### src/rtl/fetch_pkg.sv
`default_nettype none
// ============================================================================
// Module      : fetch_pkg
// Description : Shared types and constants for the instruction-fetch stage.
// Revision    : 1.0 - initial release
// ============================================================================
package fetch_pkg;

    // Fetch sequencer states: issue a request, wait for its response,
    // hold a response in the skid buffer while decode is stalled.
    typedef enum logic [1:0] {
        REQ  = 2'd0,
        WAIT = 2'd1,
        HOLD = 2'd2
    } fetch_state_t;

    // addi x0, x0, 0 - presented to decode while nothing valid is held
    localparam logic [31:0] NOP_INSN = 32'h0000_0013;
    localparam logic [31:0] PC_STEP  = 32'd4;

endpackage : fetch_pkg
`default_nettype wire

### src/rtl/fetch_skid_buf.sv
`default_nettype none
// ============================================================================
// Module      : fetch_skid_buf
// Description : One-entry {insn, pc} holding register used when a memory
//               response returns while the decode output is still occupied.
// Revision    : 1.0 - initial release
// ============================================================================
module fetch_skid_buf
    import fetch_pkg::*;
#(
    parameter int XLEN = 32
) (
    input  logic            clk,
    input  logic            rst_n,
    input  logic            i_load,
    input  logic            i_clear,
    input  logic [XLEN-1:0] i_insn,
    input  logic [XLEN-1:0] i_pc,
    output logic            o_valid,
    output logic [XLEN-1:0] o_insn,
    output logic [XLEN-1:0] o_pc
);

    logic            r_valid;
    logic [XLEN-1:0] r_insn;
    logic [XLEN-1:0] r_pc;

    // Entry register; clear wins over load so a flush can never be overridden.
    always_ff @(posedge clk or negedge rst_n) begin
        if (!rst_n) begin
            r_valid <= 1'b0;
            r_insn  <= XLEN'(NOP_INSN);
            r_pc    <= '0;
        end else if (i_clear) begin
            r_valid <= 1'b0;
        end else if (i_load) begin
            r_valid <= 1'b1;
            r_insn  <= i_insn;
            r_pc    <= i_pc;
        end
    end

    assign o_valid = r_valid;
    assign o_insn  = r_insn;
    assign o_pc    = r_pc;

endmodule : fetch_skid_buf
`default_nettype wire

### src/rtl/fetch_unit.sv
`default_nettype none
// ============================================================================
// Module      : fetch_unit
// Description : Instruction-fetch stage. Holds the PC, issues one request at
//               a time to instruction memory and presents {insn, pc} to
//               decode over valid/ready. Redirects from execute flush work.
//               Optional macro FETCH_MISALIGN_CHK_EN: a misaligned redirect
//               raises a sticky misalign_err and halts fetching.
// Revision    : 1.0 - initial release
// ============================================================================
module fetch_unit
    import fetch_pkg::*;
#(
    parameter int              XLEN     = 32,
    parameter logic [XLEN-1:0] RESET_PC = '0
) (
    input  logic            clk,
    input  logic            rst_n,
    output logic            imem_req,
    output logic [XLEN-1:0] imem_addr,
    input  logic            imem_gnt,
    input  logic            imem_rvalid,
    input  logic [XLEN-1:0] imem_rdata,
    output logic            id_valid,
    input  logic            id_ready,
    output logic [XLEN-1:0] id_insn,
    output logic [XLEN-1:0] id_pc,
    input  logic            redir_valid,
    input  logic [XLEN-1:0] redir_pc,
    output logic            misalign_err
);

    fetch_state_t    r_state;
    fetch_state_t    w_state_next;
    logic [XLEN-1:0] r_pc;
    logic [XLEN-1:0] r_inflight_pc;
    logic            r_discard;
    logic            w_discard_next;
    logic            r_id_valid;
    logic [XLEN-1:0] r_id_insn;
    logic [XLEN-1:0] r_id_pc;

    logic            w_req;
    logic            w_gnt;
    logic            w_redir;
    logic [XLEN-1:0] w_redir_pc;
    logic            w_halt;
    logic            w_out_load;
    logic            w_skid_load;
    logic            w_skid_pop;
    logic            w_skid_valid;
    logic [XLEN-1:0] w_skid_insn;
    logic [XLEN-1:0] w_skid_pc;

`ifdef FETCH_MISALIGN_CHK_EN
    logic r_misalign;
    logic w_misalign;

    // Once halted, further redirects are ignored.
    assign w_redir    = redir_valid && !r_misalign;
    assign w_misalign = w_redir && (redir_pc[1:0] != 2'b00);
    assign w_redir_pc = redir_pc;
    assign w_halt     = r_misalign;

    // Sticky error flag; only reset clears it.
    always_ff @(posedge clk or negedge rst_n) begin
        if (!rst_n) begin
            r_misalign <= 1'b0;
        end else if (w_misalign) begin
            r_misalign <= 1'b1;
        end
    end

    assign misalign_err = r_misalign;
`else
    // Low address bits of a redirect are dropped so fetch stays word aligned.
    assign w_redir      = redir_valid;
    assign w_redir_pc   = redir_pc & ~XLEN'(3);
    assign w_halt       = 1'b0;
    assign misalign_err = 1'b0;
`endif

    // Request is gated by rst_n so nothing is issued while reset is held.
    assign w_req     = (r_state == REQ) && rst_n && !w_halt;
    assign w_gnt     = w_req && imem_gnt;
    assign imem_req  = w_req;
    assign imem_addr = r_pc;

    // FSM state register.
    always_ff @(posedge clk or negedge rst_n) begin
        if (!rst_n) begin
            r_state   <= REQ;
            r_discard <= 1'b0;
        end else begin
            r_state   <= w_state_next;
            r_discard <= w_discard_next;
        end
    end

    // Next state, discard tracking and datapath steering; redirect has priority.
    always_comb begin
        w_state_next   = r_state;
        w_discard_next = r_discard;
        w_out_load     = 1'b0;
        w_skid_load    = 1'b0;
        w_skid_pop     = 1'b0;
        if (w_redir) begin
            case (r_state)
                REQ: begin
                    if (w_gnt) begin
                        w_state_next   = WAIT;
                        w_discard_next = 1'b1;
                    end
                end
                WAIT: begin
                    if (imem_rvalid) begin
                        w_state_next   = REQ;
                        w_discard_next = 1'b0;
                    end else begin
                        w_discard_next = 1'b1;
                    end
                end
                default: w_state_next = REQ;
            endcase
        end else begin
            case (r_state)
                REQ: begin
                    if (w_gnt) begin
                        w_state_next = WAIT;
                    end
                end
                WAIT: begin
                    if (imem_rvalid) begin
                        w_state_next = REQ;
                        if (r_discard) begin
                            w_discard_next = 1'b0;
                        end else if (!r_id_valid || id_ready) begin
                            w_out_load = 1'b1;
                        end else begin
                            w_skid_load  = 1'b1;
                            w_state_next = HOLD;
                        end
                    end
                end
                HOLD: begin
                    if (id_ready && w_skid_valid) begin
                        w_skid_pop   = 1'b1;
                        w_state_next = REQ;
                    end
                end
                default: w_state_next = REQ;
            endcase
        end
    end

    // Program counter and the address of the request currently in flight.
    always_ff @(posedge clk or negedge rst_n) begin
        if (!rst_n) begin
            r_pc          <= RESET_PC;
            r_inflight_pc <= '0;
        end else begin
            if (w_redir) begin
                r_pc <= w_redir_pc;
            end else if (w_gnt) begin
                r_pc <= r_pc + XLEN'(PC_STEP);
            end
            if (w_gnt) begin
                r_inflight_pc <= r_pc;
            end
        end
    end

    // Decode-facing output register: flush, refill from memory or skid, or drain.
    always_ff @(posedge clk or negedge rst_n) begin
        if (!rst_n) begin
            r_id_valid <= 1'b0;
            r_id_insn  <= XLEN'(NOP_INSN);
            r_id_pc    <= '0;
        end else if (w_redir) begin
            r_id_valid <= 1'b0;
        end else if (w_out_load) begin
            r_id_valid <= 1'b1;
            r_id_insn  <= imem_rdata;
            r_id_pc    <= r_inflight_pc;
        end else if (w_skid_pop) begin
            r_id_valid <= 1'b1;
            r_id_insn  <= w_skid_insn;
            r_id_pc    <= w_skid_pc;
        end else if (r_id_valid && id_ready) begin
            r_id_valid <= 1'b0;
        end
    end

    assign id_valid = r_id_valid;
    assign id_insn  = r_id_insn;
    assign id_pc    = r_id_pc;

    fetch_skid_buf #(
        .XLEN (XLEN)
    ) u_skid (
        .clk     (clk),
        .rst_n   (rst_n),
        .i_load  (w_skid_load),
        .i_clear (w_redir || w_skid_pop),
        .i_insn  (imem_rdata),
        .i_pc    (r_inflight_pc),
        .o_valid (w_skid_valid),
        .o_insn  (w_skid_insn),
        .o_pc    (w_skid_pc)
    );

endmodule : fetch_unit
`default_nettype wire

### config.mk
export PLATFORM = sky130hd
export DESIGN_NAME = fetch_unit
export DESIGN_NICKNAME = d
export VERILOG_FILES = /design/src/rtl/fetch_pkg.sv /design/src/rtl/fetch_skid_buf.sv /design/src/rtl/fetch_unit.sv
export SDC_FILE = /design/constraint.sdc
export NUM_CORES = 1
export LEC_CHECK = 0
export ABC_AREA = 1
export CORE_MARGIN = 2
export CORE_UTILIZATION = 47
export DETAILED_ROUTE_END_ITERATION = 8
export GPL_TIMING_DRIVEN = 0
export PLACE_DENSITY = 0.86
export SLEW_MARGIN = 20
export SYNTH_ARGS = -nofsm -noshare
export SYNTH_HDL_FRONTEND = slang
export SYNTH_SLANG_ARGS = --single-unit
### constraint.sdc
create_clock -name clk -period 1.5 [get_ports clk]
set_input_delay 0.225 -clock clk [delete_from_list [all_inputs] [get_ports clk]]
set_output_delay 0.225 -clock clk [all_outputs]
set_load 0.01 [all_outputs]
==> flow_metrics.py <==
metrics = {
    "status": {
        "outcome": "complete, but fails checks",
        "violations": "negative hold slack, negative setup slack",
    },
    "synth": {
        "yosys-top-cells-area": "dfrtp_1 52%, nand2_1 14%, o21ai_0 8.4%, inv_1 5.1%, o21ai_1 4.8%",
        "netlist_area_mm2": 0.008835,
        "yosysWarnings": 0,
        "synthTopCellsByCount": "332 x nand2_1, 183 x dfrtp_1, 148 x o21ai_0",
        "ys_seq_area_share_pct": 53.62,
        "yosys.area.top_type": "dfrtp_1",
        "synth.most_common_cell": "nand2_1",
        "syn-instance-count": 1109,
        "synth_ff_type": "dfrtp_1",
        "synthArstFlopShare_pct": 100.0,
        "synth_edf_count": 0,
        "synth_cell_types": 29,
        "syn_area_per_cell_um2": 7.966,
        "yosysTopAreaCellShare_pct": 51.83,
        "ys_seq_elements": 189,
    },
    "pwr": {
        "clkPwrFrac_pct": 37.3,
        "leakagePower_uw": 0.006194,
        "internal-power_uw": 9266,
        "combPwrFrac_pct": 17.6,
        "netSwitchingPower_uw": 3851,
        "ir_worst_vdd_mv": 0.8471,
        "swShare_pct": 29.36,
        "power_density_mw_per_mm2": 1013,
        "power_frac_seq_pct": 45.0,
    },
    "setup_path": {
        "max_stage_delay_ps": 400,
        "worstPathCellList": "inv_2 > nand2_4 > nor2_4 > buf_12 > nand2_8 > buf_12 > buf_16 > o21ai_2 > nand2_2 > nand2_2",
        "cp_data_arrival_time_ps": 2060,
        "setup.worst_path.end_class": "flop",
        "crit_family": "buffers and inverters",
        "reg2reg_from": "r_state[1]",
        "reg2reg_to": "id_pc[4]",
        "path_buf_inv": 4,
        "slowest_stage": "dfrtp_1",
        "critical_path_class": "reg2reg",
        "worst_setup_path_start_kind": "flop",
        "crit_fanout": 7,
        "reg2reg_slack_ps": -190,
        "reg2regPathDepth": 10,
        "required_ps": 1870,
        "cp-startpoint": "r_state[1]",
    },
    "clocking": {
        "cts_sinks": 189,
        "cts.clk_slew.worst_paths_ps": 90,
        "clock_latency_ps": 450,
        "numCtsBuffers": 17,
        "root_buffer": "clkbuf_16",
        "clk_path_buf_depth": 2,
        "h-tree-depth": 4,
        "cts_tree": "yes",
    },
    "die": {
        "fp-row-count": 50,
        "die_w_um": 141.1,
        "ios": 169,
        "die_h_um": 141.1,
        "die-area_mm2": 0.01991,
        "start_util_pct": 47.55,
        "coreArea_mm2": 0.01858,
    },
    "timing": {
        "hold_ws_ps": -240.4,
        "fin_tns_setup_ps": -8359,
        "tightest_slew_ps": 708.6,
        "setup_viol": 135,
        "maxSlewHeadroom_pct": 52.76,
        "min_period_over_period_pct": 113.0,
        "hold_violations": 99,
        "slew_violations": 0,
        "period_needed_ps": 1695,
        "worst_slack_ps": -194.6,
        "fmax_mhz": 590.1,
        "finClkSkew_ps": 19.83,
        "rsz0062_at_grt": "true",
    },
    "placement": {
        "dp_slack_ps": -1143,
        "place.gp.congestion": 0.9297,
        "dp_cells": 1509,
        "dp_hpwl_um": 17770,
        "postPlaceCellArea_mm2": 0.01080,
        "port_buffers": 160,
    },
    "grt": {
        "grt_pass1_wl_um": 45900,
        "track_usage_pct": 29.53,
        "overflow": 0,
        "grt_max_degree": 54,
        "antenna_found_initial": 0,
        "first_global_vias": 8878,
    },
    "routing": {
        "vias_per_cell": 5.746,
        "routedWlPerCell_um": 19.52,
        "route.antenna.remaining_nets": 0,
        "drc": 0,
        "first_pass_iters": 5,
        "dr.first_iter.drc_count": 899,
        "vias": 9153,
        "drt-total-wl_um": 31100,
    },
    "cells_and_area": {
        "utilization_pct": 69.68,
        "area_growth_pct": 46.54,
        "fin_cells": 1593,
        "seqCellArea_mm2": 0.004751,
        "diodes": 0,
        "layout.nets": 1417,
        "layout-drive-gt1-share_pct": 23.69,
        "nFillCells": 1276,
        "fin_area_mm2": 0.01295,
        "multi_input_area_mm2": 0.004026,
    },
    "min_path": {
        "min_path_type": "in2async",
    },
    "flow_run": {
        "cap_viol_max_count": 0,
    },
}
final cells by class:
type                            instances  share of cell area [%]
Inverter                              124                   3.711
Buffer                                 60                   5.016
Timing Repair Buffer                  215                   16.42
Multi-Input combinational cell        739                   31.10
Clock buffer                           18                   3.315
Clock inverter                         14                   1.479
Sequential cell                       189                   36.70
Tap cell                              234                   2.262
metal layers:
layer	up-vias	wire length, µm	GRT usage [%]
met2	620	15110	49.21
met3	138	2931	5.367
met5	-	0	0
li1	4023	-	-
met4	0	1462	14.16
met1	4372	11600	37.40
power groups by stage:
stage          Sequential [µW]  Clock (µW)  Combinational, µW
2_1_floorplan             5920           0                830
3_3_place_gp              5930           0               1790
3_5_place_dp              5950           0               1860
4_1_cts                   5850        4810               2070
5_1_grt                   5940        5080               2520
6_report                  5900        4900               2310
state kept, by name, summed over array words and instances (netlist names):
name / cells
u_skid.o_valid: 1
u_skid.o_pc: 30
u_skid.o_insn: 32
r_discard: 1
r_inflight_pc: 30
r_state: 2
id_valid: 1
id_insn: 32
imem_addr: 30
id_pc: 30
repair_timing:
| item | 4_1_cts | 5_1_grt |
|---|---|---|
| setup endpoints to repair | 283 | 192 |
| pin swaps | 13 | 16 |
| endpoints found under the hold margin | 99 | 99 |
| cloned | 6 | 3 |
| buffers inserted | 35 | 10 |
| gates resized for setup | 328 | 189 |
placed cells by master (no fill, tap or decap), types with 6 or more instances in the layout:
cell	netlist	final
dfrtp_1	183	172
nor2_1	42	25
clkbuf_1	29	6
o21ai_0	148	74
nor2_2	3	10
dfstp_2	6	6
nor2_4	2	12
buf_8	0	11
dfrtp_2	0	11
nand2_4	1	15
nand3_1	43	40
nand2_1	332	292
buf_6	2	25
o21ai_4	0	6
o21ai_1	85	84
a21oi_2	0	7
inv_1	120	117
clkbuf_16	0	21
a21oi_1	53	46
nand2_2	2	27
clkdlybuf4s50_1	0	65
dlygate4sd2_1	0	89
o21ai_2	0	69
buf_4	6	46
cell families (layout without fill, tap and decap cells):
kind of cell	Yosys count	after routing	share of synthesized area, %
and+or+nand+nor	430	431	19.81
adders and majority gates	1	1	0.1416
buffers and inverters	186	431	8.738
DFF	189	189	53.62
AOI/OAI and AO/OA	296	296	17.05
xor gates and xnor gates	6	6	0.5948
other	1	5	0.04245
stage by stage:
| step | total power [µW] | hold WS [ps] |
|---|---|---|
| 6_report | 13120 | -240.4 |
| 3_5_place_dp | 7809 | 291.3 |
| 2_1_floorplan | 6753 | -70.59 |
| 3_3_place_gp | 7728 | 461.5 |
| 5_1_grt | 13540 | -219.2 |
| 4_1_cts | 12730 | -225.6 |
worst max-delay path by stage:
| stage | slack [ps] | cells after the start | to |
|---|---|---|---|
| floorplan | 10 | 8 | imem_addr[22] |
| CTS | -140 | 7 | r_inflight_pc[18] |
| finish | -190 | 10 | id_pc[4] |
| global route | -210 | 10 | id_pc[4] |
| detailed placement | -1140 | 9 | imem_addr[29] |
| global placement | -8060 | 7 | imem_addr[26] |
(Power assumes the default switching activity.)
